File: src/rtl/prime_pkg.sv
// Shared definitions for the prime stream generator: FSM encoding and default data width.
package prime_pkg;

  localparam int DEF_WIDTH = 32;

  typedef enum logic [2:0] {
    IDLE,
    CAND,
    DIV_START,
    DIV_WAIT,
    EMIT,
    FIN
  } state_t;

endpackage

File: src/rtl/divmod_seq.sv
// Restoring divider: one quotient bit per cycle, WIDTH+1 cycles from start to the done pulse.
module divmod_seq
  import prime_pkg::*;
#(
  parameter int WIDTH = DEF_WIDTH
) (
  input  logic             clk,
  input  logic             rst_n,
  input  logic             start,
  input  logic [WIDTH-1:0] dividend,
  input  logic [WIDTH-1:0] divisor,
  output logic             done,
  output logic             busy,
  output logic [WIDTH-1:0] quotient,
  output logic [WIDTH-1:0] remainder
);

  localparam int CW = $clog2(WIDTH + 1);

  logic [WIDTH-1:0] quo_q;
  logic [WIDTH-1:0] rem_q;
  logic [WIDTH-1:0] dvsr_q;
  logic [CW-1:0]    cnt_q;
  logic             run_q;

  logic [WIDTH:0]   partial;
  logic [WIDTH-1:0] sub;
  logic             fits;
  logic [WIDTH-1:0] new_rem;

  // the partial remainder never reaches 2*divisor, so a WIDTH-bit subtract is exact when it fits
  assign partial = {rem_q, quo_q[WIDTH-1]};
  assign fits    = (partial >= {1'b0, dvsr_q});
  assign sub     = partial[WIDTH-1:0] - dvsr_q;
  assign new_rem = fits ? sub : partial[WIDTH-1:0];

  always_ff @(posedge clk or negedge rst_n) begin
    if (!rst_n) begin
      quo_q  <= '0;
      rem_q  <= '0;
      dvsr_q <= '0;
      cnt_q  <= '0;
      run_q  <= 1'b0;
      done   <= 1'b0;
    end else begin
      done <= 1'b0;
      if (start) begin
        quo_q  <= dividend;
        rem_q  <= '0;
        dvsr_q <= divisor;
        cnt_q  <= CW'(WIDTH);
        run_q  <= 1'b1;
      end else if (run_q) begin
        quo_q <= {quo_q[WIDTH-2:0], fits};
        rem_q <= new_rem;
        cnt_q <= cnt_q - 1'b1;
        if (cnt_q == CW'(1)) begin
          run_q <= 1'b0;
          done  <= 1'b1;
        end
      end
    end
  end

  assign busy      = run_q;
  assign quotient  = quo_q;
  assign remainder = rem_q;

endmodule

File: src/rtl/prime_stream_gen.sv
// Streams every prime in [2, limit] in ascending order using trial division by odd divisors.
//
// state     | meaning
// IDLE      | waiting for start; limit latched on acceptance
// CAND      | range/parity screening of the current candidate
// DIV_START | stop if divisor^2 > candidate, else launch candidate/divisor
// DIV_WAIT  | waiting for the divider; zero remainder marks a composite
// EMIT      | candidate presented on the out stream until transferred
// FIN       | one-cycle done pulse, then back to IDLE
module prime_stream_gen
  import prime_pkg::*;
#(
  parameter int WIDTH = DEF_WIDTH
) (
  input  logic             clk,
  input  logic             rst_n,
  input  logic             start,
  input  logic [WIDTH-1:0] limit,
  input  logic             abort,
  output logic             out_valid,
  output logic [WIDTH-1:0] out_prime,
  input  logic             out_ready,
  output logic             busy,
  output logic             done
);

  state_t state, state_nx;

  logic [WIDTH-1:0]   lim_q, lim_nx;
  logic [WIDTH-1:0]   cand_q, cand_nx;
  logic [WIDTH-1:0]   div_q, div_nx;
  logic [WIDTH:0]     cand_inc;
  logic [2*WIDTH-1:0] div_sq;
  state_t             adv_state;
  logic [WIDTH-1:0]   adv_cand;

  logic             div_start;
  logic             div_done;
  logic             div_busy_unused;
  logic [WIDTH-1:0] div_quot_unused;
  logic [WIDTH-1:0] div_rem;

  divmod_seq #(.WIDTH(WIDTH)) u_div (
    .clk       (clk),
    .rst_n     (rst_n),
    .start     (div_start),
    .dividend  (cand_q),
    .divisor   (div_q),
    .done      (div_done),
    .busy      (div_busy_unused),
    .quotient  (div_quot_unused),
    .remainder (div_rem)
  );

  // a carry out of the candidate ends the run instead of wrapping to small values
  assign cand_inc  = {1'b0, cand_q} + ((cand_q == WIDTH'(2)) ? (WIDTH+1)'(1) : (WIDTH+1)'(2));
  assign adv_state = cand_inc[WIDTH] ? FIN : CAND;
  assign adv_cand  = cand_inc[WIDTH] ? cand_q : cand_inc[WIDTH-1:0];
  assign div_sq    = (2*WIDTH)'(div_q) * (2*WIDTH)'(div_q);

  always_comb begin
    state_nx  = state;
    lim_nx    = lim_q;
    cand_nx   = cand_q;
    div_nx    = div_q;
    div_start = 1'b0;
    case (state)
      IDLE: begin
        if (start) begin
          lim_nx   = limit;
          cand_nx  = WIDTH'(2);
          state_nx = CAND;
        end
      end
      CAND: begin
        if (cand_q > lim_q) begin
          state_nx = FIN;
        end else if (cand_q == WIDTH'(2) || cand_q == WIDTH'(3)) begin
          state_nx = EMIT;
        end else if (!cand_q[0]) begin
          cand_nx  = adv_cand;
          state_nx = adv_state;
        end else begin
          div_nx   = WIDTH'(3);
          state_nx = DIV_START;
        end
      end
      DIV_START: begin
        if (div_sq > (2*WIDTH)'(cand_q)) begin
          state_nx = EMIT;
        end else begin
          div_start = 1'b1;
          state_nx  = DIV_WAIT;
        end
      end
      DIV_WAIT: begin
        if (div_done) begin
          if (div_rem == '0) begin
            cand_nx  = adv_cand;
            state_nx = adv_state;
          end else begin
            div_nx   = div_q + WIDTH'(2);
            state_nx = DIV_START;
          end
        end
      end
      EMIT: begin
        if (out_ready) begin
          cand_nx  = adv_cand;
          state_nx = adv_state;
        end
      end
      FIN:     state_nx = IDLE;
      default: state_nx = IDLE;
    endcase
    if (abort && state != IDLE) begin
      state_nx  = IDLE;
      div_start = 1'b0;
    end
  end

  always_ff @(posedge clk or negedge rst_n) begin
    if (!rst_n) begin
      state     <= IDLE;
      lim_q     <= '0;
      cand_q    <= '0;
      div_q     <= '0;
      out_valid <= 1'b0;
      out_prime <= '0;
    end else begin
      state     <= state_nx;
      lim_q     <= lim_nx;
      cand_q    <= cand_nx;
      div_q     <= div_nx;
      out_valid <= (state_nx == EMIT);
      if (state_nx == EMIT && state != EMIT) out_prime <= cand_q;
    end
  end

  assign busy = (state != IDLE);
  assign done = (state == FIN);

endmodule
File: config.mk
export PLATFORM = sky130hd
export DESIGN_NAME = prime_stream_gen
export DESIGN_NICKNAME = d
export VERILOG_FILES = /design/src/rtl/prime_pkg.sv /design/src/rtl/divmod_seq.sv /design/src/rtl/prime_stream_gen.sv
export SDC_FILE = /design/constraint.sdc
export NUM_CORES = 2
export LEC_CHECK = 0
export BUFFER_PORTS_ARGS = -buffer_cell sky130_fd_sc_hd__buf_2
export CORE_MARGIN = 10
export CORE_UTILIZATION = 64
export CTS_CLUSTER_SIZE = 24
export DETAILED_ROUTE_END_ITERATION = 7
export HOLD_SLACK_MARGIN = 0.15
export PLACE_DENSITY_LB_ADDON = 0.2
export SLEW_MARGIN = 5
export SYNTH_ARGS = -nofsm -noshare
export SYNTH_HDL_FRONTEND = slang
export SYNTH_HIERARCHICAL = 1
export SYNTH_SLANG_ARGS = --single-unit
File: constraint.sdc
create_clock -name clk -period 32.7 [get_ports clk]
set_input_delay 0 -clock clk [delete_from_list [all_inputs] [get_ports clk]]
set_output_delay 0 -clock clk [all_outputs]
set_load 0.01 [all_outputs]
==> results_dict.tcl <==
set metrics [dict create \
    status "complete, no violations" \
    min_from "limit[18]" \
    hold_path_class "in2reg" \
    path_max_fanout 110 \
    syn_inst 4955 \
    hold_end "lim_q[18]" \
    async_flop_share_pct 100 \
    p_seq_share_pct 30.9 \
    register_area_um2 5910 \
    ys_warn_count 6 \
    layout-drive-gt1-share_pct 5.16 \
    drt_pre_antenna_iters 6 \
    ys.flop_type "dfrtp_1" \
    core_um2 68700 \
    crit_arrival_ps 13150 \
    switchingPower_w 0.000607 \
    wire_per_inst_um 20.9 \
    maxCapViolCount 0 \
    grt_max_degree 111 \
    clockRootBuffer "clkbuf_16" \
    cts_sinks 236 \
    whs_ps 158 \
    fmax_ghz 0.0788 \
    clock_skew_ps 18.9 \
    insertion_delay_ps 580 \
    yosysUniqueCellTypes 93 \
    drt-total-wl_mm 123 \
    dp_hpwl_mm 97.3 \
    rr_worst_depth 40 \
    cts-resized-gates 0 \
    syn2layout_area_growth_pct 5.45 \
    gp_congestion 0.977 \
    row_count 96 \
    n_fill_cell 5605 \
    finalCritPeriodShare_pct 38.8 \
    dp.cells 5796 \
    synth_area_per_cell_um2 8.96 \
    clock_power_share_pct 24.1 \
    netlist.top_cell.by_area "fa_1" \
    antenna_found_initial 1 \
    min_period_ps 12700 \
    track_usage_pct 31.3 \
    critPathKind "reg2reg" \
    switching_share_pct 42.5 \
    seq_area_frac_synth_pct 13.3 \
    end_kind "flip-flop" \
    antennaDiodeCount 0 \
    vias_per_cell 5.77 \
    cts_buffers 28 \
    final-setup-viol-count 0 \
    final_common_cell "inv_1" \
    p_leak_nw 25.1 \
    critPathTopFamily "adder cells" \
    worstReg2RegStart "div_q[13]" \
    cts.path.max_buffers 3 \
    grt_pass1_wl_mm 200 \
    drt_iter0_drc 2755 \
    holdPathStages 4 \
    multi_input_area_um2 33200 \
    max_slew_margin_pct 25.6 \
    grt_overflow_total 0 \
    critPathLaunchType "flip-flop" \
    p_total_w 0.00143 \
    rsz0062_at_grt "false" \
    num_vias 34000 \
    critPathSlowestCell "buf_4" \
    cts_tree "built" \
    ir_worst_vdd_mv 0.0461 \
    instances_no_fill 5893 \
    ys_ff_latch 236 \
    die_w_um 283 \
    worst_path_largest_cell_delay_ps 890 \
    reg2reg_slack_ps 20000 \
    drc 0 \
    htreeDepth 1 \
    netlist.area_leader.share_pct 36.5 \
    io_pins 72 \
    tightest_slew_ps 1110 \
    numPortBuffers 71 \
    syn_area_um2 44400 \
    power_density_nw_per_um2 30.5 \
    combPwrFrac_pct 45.0 \
    synth_area_leaders "fa_1, dfrtp_1, ha_1, inv_1, nand2_1" \
    ant_nets 0 \
    hold_viol 0 \
    drv_slew 0 \
    final_util_pct 68.2 \
    clk_pin_slew_ps 70 \
    final_cell_mix "inv_1, fa_1, nand2_1" \
    chipHeight_um 283 \
    r2r_end "u_div/remainder[30]" \
    worst-endpoint-required_ps 33150 \
    internal-power_w 0.000822 \
    die_area_um2 80300 \
    synth_fp_nets 6177 \
    initial_utilization_pct 64.7 \
    grt_pass1_vias 36100 \
    synth_edf_count 0 \
    worst-path-buf-inv 10 \
    tns_ps 0 \
    final_nets 6162 \
]
-- synthesized netlist by cell type, drive strengths merged (8+ instances only) --
cell type and number:
a21oi 186, a21o 60, clkbuf 179, mux2 37
nand4 74, nor2 254, dfrtp 236, nand3 43
o211ai 20, a311oi 10, nor4 41, nand2 559
mux2i 41, nor3 55, a211oi 36, fa 810
or3 21, ha 375, buf 29, o21ai 199
o31ai 9, inv 1161, nand2b 16, and3 16
nor2b 19, o21bai 14, or2 16, o21a 25
a2111oi 8, xor2 45, xnor2 86, a211o 8
and2 164
-- power by group through the flow --
stage / Combinational (W) / Clock [W] / Sequential, W
floorplan: 0.000507 / 0 / 0.000414
global placement: 0.000614 / 0 / 0.000443
detailed placement: 0.000625 / 0 / 0.000445
CTS: 0.000634 / 0.000348 / 0.000440
global route: 0.000719 / 0.000359 / 0.000451
finish: 0.000644 / 0.000344 / 0.000442
-- what timing repair did --
| action | 4_1_cts | 5_1_grt |
|---|---|---|
| hold buffers | 45 | 0 |
| endpoints found under the setup margin | 0 | 0 |
| hold endpoints to repair | 152 | 0 |
| buffers inserted | 0 | 0 |
-- state kept, by name, indices dropped and copies added, names as in the netlist --
register	count
state	3
u_div/busy	1
lim_q	32
u_div/remainder	32
out_valid	1
u_div/quotient	32
u_div/cnt_q	6
out_prime	32
div_q	32
u_div/dvsr_q	32
cand_q	32
u_div/done	1
-- routing by layer --
| metal | vias up | share of wire, % | track usage [%] |
|---|---|---|---|
| li1 | 15300 | - | - |
| met1 | 17100 | 41 | 42.0 |
| met2 | 1325 | 47 | 51.4 |
| met3 | 256 | 7.9 | 5.59 |
| met4 | 0 | 3.6 | 9.72 |
| met5 | - | 0 | 0 |
-- layout make-up --
class,count,share of cell area (%)
clock buffer,36,1.67
clock inverter,16,0.446
inverter,1168,9.36
multi-input combinational,3343,70.9
sequential,236,12.6
tap,931,2.49
timing repair buffer,163,2.53
-- how the worst max path moves through the flow --
| stage | startpoint | end | slack (ps) | cells after the start |
|---|---|---|---|---|
| 6_report | div_q[13] | u_div/remainder[30] | 20000 | 40 |
| 2_1_floorplan | div_q[7] | u_div/remainder[3] | 22260 | 42 |
| 4_1_cts | div_q[13] | u_div/remainder[30] | 20160 | 40 |
| 3_3_place_gp | div_q[13] | u_div/dvsr_q[0] | 20540 | 38 |
| 3_5_place_dp | div_q[13] | u_div/remainder[30] | 20220 | 40 |
| 5_1_grt | div_q[13] | u_div/remainder[30] | 19310 | 40 |
-- logic make-up (layout without fill, tap and decap cells) --
family                     count (synthesis)  in the layout  share of synthesized area [%]
buffers and inverters                   1376           1383                           12.0
and+or+nand+nor                         1302           1302                           13.7
adders and majority gates               1186           1186                           47.1
AOI/OAI and AO/OA                        646            646                           9.25
DFF                                      236            236                           13.3
xor gates and xnor gates                 131            131                           2.58
muxes                                     78             78                           2.12
-- worst reg2reg max path: cells and delay by family, from the launching register on --
kind                     cells  cell delay [ps]
buffers and inverters       10             1900
AO/OA/AOI/OAI                6             2070
adder cells (fa/ha/maj)     10             4890
AND/OR/NAND/NOR             13             2700
flip-flops                   1              850
XOR/XNOR                     1              170
-- stage by stage --
| step | setup WS [ps] | instance area (um2) |
|---|---|---|
| floorplan | 22260 | 44400 |
| global placement | 20540 | 45400 |
| detailed placement | 20220 | 45400 |
| CTS | 20160 | 46800 |
| global route | 19310 | 46800 |
| finish | 20000 | 46800 |
(Power assumes the default switching activity.)
